<file path="src/rtl/hazard_controller_pkg.sv">
// Shared definitions for the hazard controller and the forwarding unit:
// controller states, NOP encoding, register-index width and forwarding selects.
package hazard_controller_pkg;

  localparam int REG_W = 4;

  localparam logic [31:0] NOP_INSTR = 32'h0000_0000;

  typedef enum logic [1:0] {
    RUN      = 2'd0,
    FLUSH    = 2'd1,
    MEM_WAIT = 2'd2
  } state_e;

  typedef enum logic [1:0] {
    SEL_NONE    = 2'b00,
    SEL_EXE_MEM = 2'b01,
    SEL_MEM_WB  = 2'b10
  } sel_risk_e;

endpackage

</file>
<file path="src/rtl/hazard_controller_hazard_detect.sv">
// Combinational load-use comparator: a load in execute whose destination
// is read by the instruction in decode. Shared with the forwarding unit.
module hazard_detect #(
  parameter int REG_W = hazard_controller_pkg::REG_W
) (
  input  logic [REG_W-1:0] Ra_F_Reg,
  input  logic [REG_W-1:0] Rb_F_Reg,
  input  logic             RE_A_F_Reg,
  input  logic             RE_B_F_Reg,
  input  logic [REG_W-1:0] Robj_Reg_Exe,
  input  logic             mem_RE_Reg_Exe,
  output logic             load_use
);

  assign load_use = mem_RE_Reg_Exe &&
                    ((Ra_F_Reg == Robj_Reg_Exe && RE_A_F_Reg) ||
                     (Rb_F_Reg == Robj_Reg_Exe && RE_B_F_Reg));

endmodule

</file>
<file path="src/rtl/hazard_controller.sv">
// Pipeline sequencing controller: load-use stalls, branch flushes, memory waits.
// Optional performance counters are enabled with `define HAZARD_PERF_CNT_EN.
module hazard_controller
  import hazard_controller_pkg::*;
#(
  parameter int REG_W        = hazard_controller_pkg::REG_W,
  parameter int FLUSH_CYCLES = 2,
  parameter int MEM_TIMEOUT  = 15,
  parameter int CNT_W        = 16
) (
  input  logic             clk,
  input  logic             rst,
  input  logic [REG_W-1:0] Ra_F_Reg,
  input  logic [REG_W-1:0] Rb_F_Reg,
  input  logic             RE_A_F_Reg,
  input  logic             RE_B_F_Reg,
  input  logic [REG_W-1:0] Robj_Reg_Exe,
  input  logic             mem_RE_Reg_Exe,
  input  logic             branch_taken_Exe,
  input  logic             mem_req,
  input  logic             mem_ready,
  output logic             stall_F,
  output logic             stall_D,
  output logic             stall_E,
  output logic             stall_M,
  output logic             bubble_E,
  output logic             bubble_WB,
  output logic             flush_F,
  output logic             mem_timeout,
  output logic [1:0]       state_o
`ifdef HAZARD_PERF_CNT_EN
  ,
  output logic [CNT_W-1:0] load_stall_cnt,
  output logic [CNT_W-1:0] flush_cnt_total,
  output logic [CNT_W-1:0] mem_wait_cnt
`endif
);

  if (FLUSH_CYCLES < 1 || FLUSH_CYCLES > 7 || MEM_TIMEOUT < 1 || MEM_TIMEOUT > 255 || CNT_W < 1)
  begin : g_param_check
    $error("hazard_controller: parameter out of range");
  end

  localparam logic [2:0] FLUSH_LEN   = 3'(FLUSH_CYCLES);
  localparam logic [7:0] TIMEOUT_CNT = 8'(MEM_TIMEOUT);

  state_e     state_q, state_d;
  logic [2:0] flush_cnt_q, flush_cnt_d;
  logic [2:0] saved_q, saved_d;
  logic [7:0] wait_cnt_q, wait_cnt_d;
  logic       set_timeout;
  logic       load_use, mem_miss;

  hazard_detect #(.REG_W(REG_W)) u_detect (
    .Ra_F_Reg       (Ra_F_Reg),
    .Rb_F_Reg       (Rb_F_Reg),
    .RE_A_F_Reg     (RE_A_F_Reg),
    .RE_B_F_Reg     (RE_B_F_Reg),
    .Robj_Reg_Exe   (Robj_Reg_Exe),
    .mem_RE_Reg_Exe (mem_RE_Reg_Exe),
    .load_use       (load_use)
  );

  assign mem_miss = mem_req && !mem_ready;
  assign state_o  = state_q;

  always_comb begin
    // NOTE: every signal written here gets a default first so no path can infer a latch.
    state_d     = state_q;
    flush_cnt_d = flush_cnt_q;
    saved_d     = saved_q;
    wait_cnt_d  = wait_cnt_q;
    set_timeout = 1'b0;
    {stall_F, stall_D, stall_E, stall_M, bubble_E, bubble_WB, flush_F} = '0;
    // Strobes are held low throughout reset, even with live pipeline inputs.
    if (!rst) begin
      case (state_q)
        RUN: begin
          if (mem_miss) begin
            {stall_F, stall_D, stall_E, stall_M, bubble_WB} = '1;
            state_d    = MEM_WAIT;
            wait_cnt_d = 8'd1;
            saved_d    = branch_taken_Exe ? FLUSH_LEN : 3'd0;
          end else if (branch_taken_Exe) begin
            flush_F  = 1'b1;
            bubble_E = 1'b1;
            if (FLUSH_LEN > 3'd1) begin
              state_d     = FLUSH;
              flush_cnt_d = FLUSH_LEN - 3'd1;
            end
          end else if (load_use) begin
            stall_F  = 1'b1;
            stall_D  = 1'b1;
            bubble_E = 1'b1;
          end
        end
        FLUSH: begin
          if (mem_miss) begin
            {stall_F, stall_D, stall_E, stall_M} = '1;
            state_d     = MEM_WAIT;
            wait_cnt_d  = 8'd1;
            saved_d     = flush_cnt_q;
            flush_cnt_d = 3'd0;
          end else begin
            flush_F = 1'b1;
            if (flush_cnt_q <= 3'd1) begin
              state_d     = RUN;
              flush_cnt_d = 3'd0;
            end else begin
              flush_cnt_d = flush_cnt_q - 3'd1;
            end
          end
        end
        MEM_WAIT: begin
          if (mem_miss && wait_cnt_q < TIMEOUT_CNT) begin
            {stall_F, stall_D, stall_E, stall_M, bubble_WB} = '1;
            wait_cnt_d = (wait_cnt_q == 8'hFF) ? wait_cnt_q : wait_cnt_q + 8'd1;
          end else begin
            set_timeout = mem_miss;
            wait_cnt_d  = 8'd0;
            saved_d     = 3'd0;
            if (saved_q != 3'd0) begin
              state_d     = FLUSH;
              flush_cnt_d = saved_q;
            end else begin
              state_d = RUN;
            end
          end
        end
        default: begin
          state_d     = RUN;
          flush_cnt_d = 3'd0;
          saved_d     = 3'd0;
          wait_cnt_d  = 8'd0;
        end
      endcase
    end
  end

  always_ff @(posedge clk or posedge rst) begin
    if (rst) begin
      state_q     <= RUN;
      flush_cnt_q <= 3'd0;
      saved_q     <= 3'd0;
      wait_cnt_q  <= 8'd0;
      mem_timeout <= 1'b0;
    end else begin
      // NOTE: non-blocking assignments so every register samples pre-edge values.
      state_q     <= state_d;
      flush_cnt_q <= flush_cnt_d;
      saved_q     <= saved_d;
      wait_cnt_q  <= wait_cnt_d;
      mem_timeout <= mem_timeout | set_timeout;
    end
  end

`ifdef HAZARD_PERF_CNT_EN
  // Only the load-use case raises stall_D without stall_E.
  always_ff @(posedge clk or posedge rst) begin
    if (rst) begin
      load_stall_cnt  <= '0;
      flush_cnt_total <= '0;
      mem_wait_cnt    <= '0;
    end else begin
      if (stall_D && !stall_E && load_stall_cnt != '1)  load_stall_cnt  <= load_stall_cnt + 1'b1;
      if (flush_F && flush_cnt_total != '1)             flush_cnt_total <= flush_cnt_total + 1'b1;
      if (stall_M && mem_wait_cnt != '1)                mem_wait_cnt    <= mem_wait_cnt + 1'b1;
    end
  end
`endif

endmodule

</file>
<file path="config.mk">
export PLATFORM = sky130hd
export DESIGN_NAME = hazard_controller
export DESIGN_NICKNAME = d
export VERILOG_FILES = /design/src/rtl/hazard_controller_pkg.sv /design/src/rtl/hazard_controller_hazard_detect.sv /design/src/rtl/hazard_controller.sv
export SDC_FILE = /design/constraint.sdc
export NUM_CORES = 1
export LEC_CHECK = 0
export CAP_MARGIN = 20
export CORE_MARGIN = 2
export CORE_UTILIZATION = 35
export CTS_CLUSTER_SIZE = 16
export DETAILED_ROUTE_END_ITERATION = 8
export HOLD_SLACK_MARGIN = 0.03
export PLACE_DENSITY = 0.59
export RECOVER_POWER = 50
export SLEW_MARGIN = 30
export SYNTH_ARGS = -nofsm -noshare
export SYNTH_HDL_FRONTEND = slang
export SYNTH_HIERARCHICAL = 1
export SYNTH_SLANG_ARGS = --single-unit
</file>
<file path="constraint.sdc">
create_clock -name clk -period 2.6 [get_ports clk]
set_clock_uncertainty 0.1 [all_clocks]
set_input_delay 0.52 -clock clk [delete_from_list [all_inputs] [get_ports clk]]
set_output_delay 0.52 -clock clk [all_outputs]
set_load 0.02 [all_outputs]
</file>
==> impl_metrics.json <==
{
  "yosysTopAreaCellShare_pct": 37.0,
  "cts_buffers": 3,
  "row_count": 20,
  "leakage_nw": 0.801,
  "hpwlAfterDp_um": 2160,
  "fp.dieArea_um2": 3760,
  "coreArea_um2": 3100,
  "yosys.area.top_type": "dfrtp_1",
  "maxSlewHeadroom_pct": 34.5,
  "cp.arrival_ns": 1.93,
  "outcome": "completed",
  "crit_path_max_fanout": 2,
  "gr-usage-all-layers_pct": 17.2,
  "worstSkewPairLatency_ns": 0.30,
  "cp-startpoint": "Robj_Reg_Exe[2]",
  "h-tree-depth": 1,
  "chipHeight_um": 61.4,
  "ioPinCount": 30,
  "preCtsSetupSlack_ns": -0.504,
  "reg2reg_to": "flush_cnt_q[1]",
  "p_comb_share_pct": 46.5,
  "r2r_setup_slack_ns": 0.65,
  "clock_power_share_pct": 15.5,
  "wl_per_cell_um": 13.7,
  "synthTopCellsByArea": "dfrtp_1 (37%), xor2_1 (4.6%), o21ai_0 (3.5%)",
  "critPathLaunchType": "primary input",
  "avgSynthCellArea_um2": 9.67,
  "fin_crit_sh_pct": 98.1,
  "vdd_ir_drop_max_v": 0.000336,
  "areaGrowthSynthToFinish_pct": 42.8,
  "synth_seq_area_share_pct": 37.0,
  "utilization_pct": 53.0,
  "powerDensity_nw_per_um2": 584,
  "syn_inst": 119,
  "required_ns": 1.98,
  "hold_class": "reg2reg",
  "overflow": 0,
  "die_w_um": 61.4,
  "drcViolationCount": 0,
  "worst_slew_pin_slew_ns": 0.983,
  "r2r_start": "state_o[1]",
  "fillers": 292,
  "intPower_mw": 0.593,
  "via_per_inst": 4.95,
  "reg2regPathDepth": 5,
  "clockBufferDepth": 2,
  "drive_above_1_share_pct": 28.8,
  "portBuffers": 29,
  "p_sw_mw": 0.367,
  "finalSetupTns_ns": 0,
  "syn_nets": 142,
  "ys_async_sr_fraction_pct": 100,
  "hold-path-endpoint": "mem_timeout",
  "cts.sinks": 17,
  "setup_viol": 0,
  "hold_depth": 1,
  "grt_pass1_wl_um": 4770,
  "synthFlopType": "dfrtp_1",
  "grt_antenna_before_repair": 0,
  "initial_utilization_pct": 37.1,
  "finalNetCount": 187,
  "cts_tree": "yes",
  "drt_iter0_drc": 39,
  "fmax_mhz": 392,
  "yosysWarningCount": 6,
  "hp-start": "mem_timeout",
  "p_total_mw": 0.960,
  "grt_max_degree": 19,
  "routabilityCongestion": 0.819,
  "vias": 1024,
  "crit_type": "in2out",
  "first_pass_iters": 4,
  "syn-cell-area_um2": 1150,
  "synth_edf_count": 0,
  "drv_cap": 0,
  "synth_seq_cells": 17,
  "layout_setup_ws_ns": 0.0490,
  "seq_power_share_pct": 38.0,
  "finalCriticalPeriod_ns": 2.55,
  "finalWirelength_um": 2830,
  "synth.distinct_cells": 45,
  "swShare_pct": 38.2,
  "grt_pass1_vias": 1070,
  "endpoint_kind": "output port",
  "clk_pin_slew_ns": 0.11,
  "num_antenna_cells": 0,
  "cts_hold_buf": 0,
  "drtAntennaViolNets": 0,
  "slew_violations": 0,
  "finalHoldViolCount": 0,
  "root_buffer": "clkbuf_4"
}
==> stage by stage <==
stage | hold slack, ns | area, um2 | std cells
2_1_floorplan | 0.374 | 1150 | 119
3_3_place_gp | 0.355 | 1580 | 202
3_5_place_dp | 0.370 | 1580 | 202
4_1_cts | 0.394 | 1610 | 206
5_1_grt | 0.417 | 1640 | 207
6_report | 0.394 | 1640 | 207
==> area by class of cell <==
| cell class | instances | area (um2) | share of cell area [%] |
|---|---|---|---|
| Clock buffer | 3 | 22.5 | 1.37 |
| Clock inverter | 1 | 5.00 | 0.304 |
| Inverter | 7 | 26.3 | 1.60 |
| Multi-Input combinational cell | 87 | 694 | 42.2 |
| Sequential cell | 17 | 425 | 25.9 |
| Tap cell | 44 | 55.1 | 3.35 |
| Timing Repair Buffer | 48 | 415 | 25.3 |
==> kinds of logic after synthesis <==
group | count (synthesis) | share of synthesized area [%]
multiplexers | 6 | 6.30
buffers and inverters | 15 | 6.63
AND/OR/NAND/NOR | 42 | 23.4
AO/OA/AOI/OAI | 28 | 17.4
flip-flops | 17 | 37.0
XOR/XNOR | 8 | 6.09
adder cells (fa/ha/maj) | 3 | 3.26
==> worst max-delay path: stages <==
cell and delay (ns):
dlygate4sd2_1 0.28, xnor2_2 0.18, nand3_2 0.11, o41ai_4 0.37, nand2_1 0.10, a31oi_2 0.21
buf_4 0.17
==> per-layer routing <==
layer	vias to the layer above	GRT usage [%]	share of wire, %
met5	-	0	0
met4	0	4.56	0.74
met1	487	23.2	48
li1	513	-	-
met3	4	4.62	4.8
met2	20	27.4	46
==> cell usage after synthesis, types with 2 or more instances <==
library cell  number
xnor2_1            2
nor4_1             2
nor2_1             3
o31ai_1            2
and2_1             4
nand2b_1           2
a21oi_1            3
nor4b_1            2
o41ai_1            2
inv_1              7
nor3_1             4
buf_2              4
nor2b_1            2
o21ai_0            8
mux2_4             2
mux2i_1            2
mux2_2             2
nand2_1           10
dfrtp_1           17
ha_1               3
xor2_1             6
a31oi_1            2
buf_4              2
nand3_1            5
==> state kept, by name (all words and copies together), names as in the netlist <==
signal	flops
flush_cnt_q	3
wait_cnt_q	8
saved_q	3
state_o	2
mem_timeout	1
==> how the worst max path moves through the flow <==
stage                     endpoint  slack [ns]  cells after the start
after floorplan            stall_F        0.21                      7
after global placement     stall_D       -0.44                      8
after detailed placement   stall_D       -0.50                      8
after CTS                  stall_D       0.006                      8
after global routing       stall_D       -0.03                      7
final                      stall_D        0.05                      7
==> repair_timing <==
action,4_1_cts,5_1_grt
gates cloned,0,0
pin swaps,4,6
setup endpoints to repair,7,7
resized for setup,29,23
buffers inserted,0,1
==> cell usage in the layout, fill, tap and decap left out, types with 2 or more instances in the layout <==
master / count
o21ai_0: 8
clkbuf_1: 3
a21oi_1: 2
nand3_1: 3
nand3_2: 3
clkbuf_2: 2
o31ai_1: 2
nor3_1: 4
buf_2: 3
and2_1: 4
inv_1: 7
xor2_1: 5
ha_1: 3
mux2i_1: 2
nand2_1: 10
o41ai_1: 2
nor4b_1: 2
nor4_1: 2
nor2_1: 3
buf_4: 18
nand2b_1: 2
clkbuf_4: 3
clkdlybuf4s50_1: 10
dlymetal6s2s_1: 10
mux2_2: 2
mux2_4: 2
dfrtp_1: 17
==> power by group through the flow <==
| stage | Combinational [mW] | Sequential [mW] | Clock, mW |
|---|---|---|---|
| floorplan | 0.285 | 0.371 | 0 |
| global placement | 0.442 | 0.367 | 0 |
| detailed placement | 0.450 | 0.370 | 0 |
| CTS | 0.447 | 0.364 | 0.153 |
| global route | 0.495 | 0.376 | 0.169 |
| finish | 0.446 | 0.365 | 0.149 |
Power figures use the tool's default switching activity.
==> patch: new RTL, same flow settings <==
Build with the macro `HAZARD_PERF_CNT_EN` defined.
--- a/src/rtl/hazard_controller.sv
+++ b/src/rtl/hazard_controller.sv
@@ -1,5 +1,7 @@
 // Pipeline sequencing controller: load-use stalls, branch flushes, memory waits.
 // Optional performance counters are enabled with `define HAZARD_PERF_CNT_EN.
+`define HAZARD_PERF_CNT_EN
+
 module hazard_controller
   import hazard_controller_pkg::*;
 #(
Behaviour (old outputs only; new: flush_cnt_total, load_stall_cnt and mem_wait_cnt): unchanged (equiv_simple and equiv_induct, registers matched by name and starting in step).
==> patch against the unedited design <==
- utilization fell by 1.3 points
- design area grew to 3.1 times the old value
- largest power group is now registers
- power grew to 3.3 times the old value
- fmax down 2.8%
- sequential cell count increased by 48
- the run now ends with setup timing left
- routed wire length grew to 3.3 times the old value
- sequential power rose to 3.7 times the old value
- setup slack worse by 0.073 ns
- critical endpoint is now stall_F
- sequential share of layout area grew 6.2 points
- area after synthesis grew to 3.1 times the old value
- critical path depth stayed put
- non-clock buffer count up 80
==> patch: results (changes against the unedited design) <==
Timing:
- The total setup violations reported at the end of the flow came to 4 (was 0).
- The final critical-path setup slack is -0.0239 ns (was 0.0490 ns).

Outcome:
- Outcome: finished with violations (was finished, final reports clean).
- The checks that failed: setup timing.

Logic synthesis:
- The share of the synthesized netlist area taken by xor and xnor gates is 11.1% (was 6.09%).
- The area fraction in compound gates after synthesis was 10.5% (was 17.4%).
- The number of library cell types mapped by synthesis is 53 (was 45).
- The post-synthesis instance total is 346 (was 119).

Clock network:
- The worst-skew pair later-pin latency came to 0.34 ns (was 0.30 ns).
- The total CTS buffers is 9 (was 3).
- The clock sink total is 65 (was 17).

Global routing:
- The global router's overall resource usage is 17.9% (was 17.2%).
- The global routing usage on met1 came to 24.1% (was 23.2%).
- The met2 capacity usage during global routing is 28.7% (was 27.4%).

Layout:
- The register fraction of the total cell area is 32.1% (was 25.9%).
- The ratio of cells with drive above 1 in the final layout is 22.4% (was 28.8%).
- The multi-input combinational gate total came to 258 (was 87).
- Registers with the most flip-flops: flush_cnt_total (16), load_stall_cnt (16), mem_wait_cnt (16) (was wait_cnt_q (8), flush_cnt_q (3), saved_q (3)).

Routing:
- The number of DRC markers after the initial detailed-route iteration is 145 (was 39).
- The met2 routed wirelength is 4470 um (was 1300 um).
- The count of vias placed by the detailed router is 3,252 (was 1,024).

Place:
- The cell area after placement is 4870 sq um (was 1580 sq um).
- The final HPWL from detailed placement is 6840 um (was 2160 um).
- The final weighted congestion in routability-driven placement is 0.843 (was 0.819).

Power:
- The internal power component was 0.00206 W (was 0.000593 W).

Worst setup path:
- The end point of the critical path is stall_F (was stall_D).
==> patch: changes by cell type after synthesis, sizes merged, moves of 10 or more <==
| cell | before | now |
|---|---|---|
| and4 | 0 | 10 |
| nor4 | 4 | 18 |
| nand3 | 6 | 23 |
| xnor2 | 2 | 16 |
| dfrtp | 17 | 65 |
| nor2 | 3 | 15 |
| xor2 | 6 | 29 |
| nand4 | 1 | 18 |
==> patch: worst max-delay path: stages (launching register included) <==
cell	delay (ns)
sky130_fd_sc_hd__dfrtp_1	0.39
sky130_fd_sc_hd__nor4_1	0.37
sky130_fd_sc_hd__buf_4	0.18
sky130_fd_sc_hd__buf_4	0.10
sky130_fd_sc_hd__and4_1	0.22
sky130_fd_sc_hd__a211oi_2	0.06
sky130_fd_sc_hd__nor2_2	0.19
sky130_fd_sc_hd__buf_6	0.15
==> patch: timing repair <==
action,4_1_cts,5_1_grt
buffers inserted,0,0
pin swaps,17,13
endpoints found under the setup margin,22,14
gates resized for setup,70,14
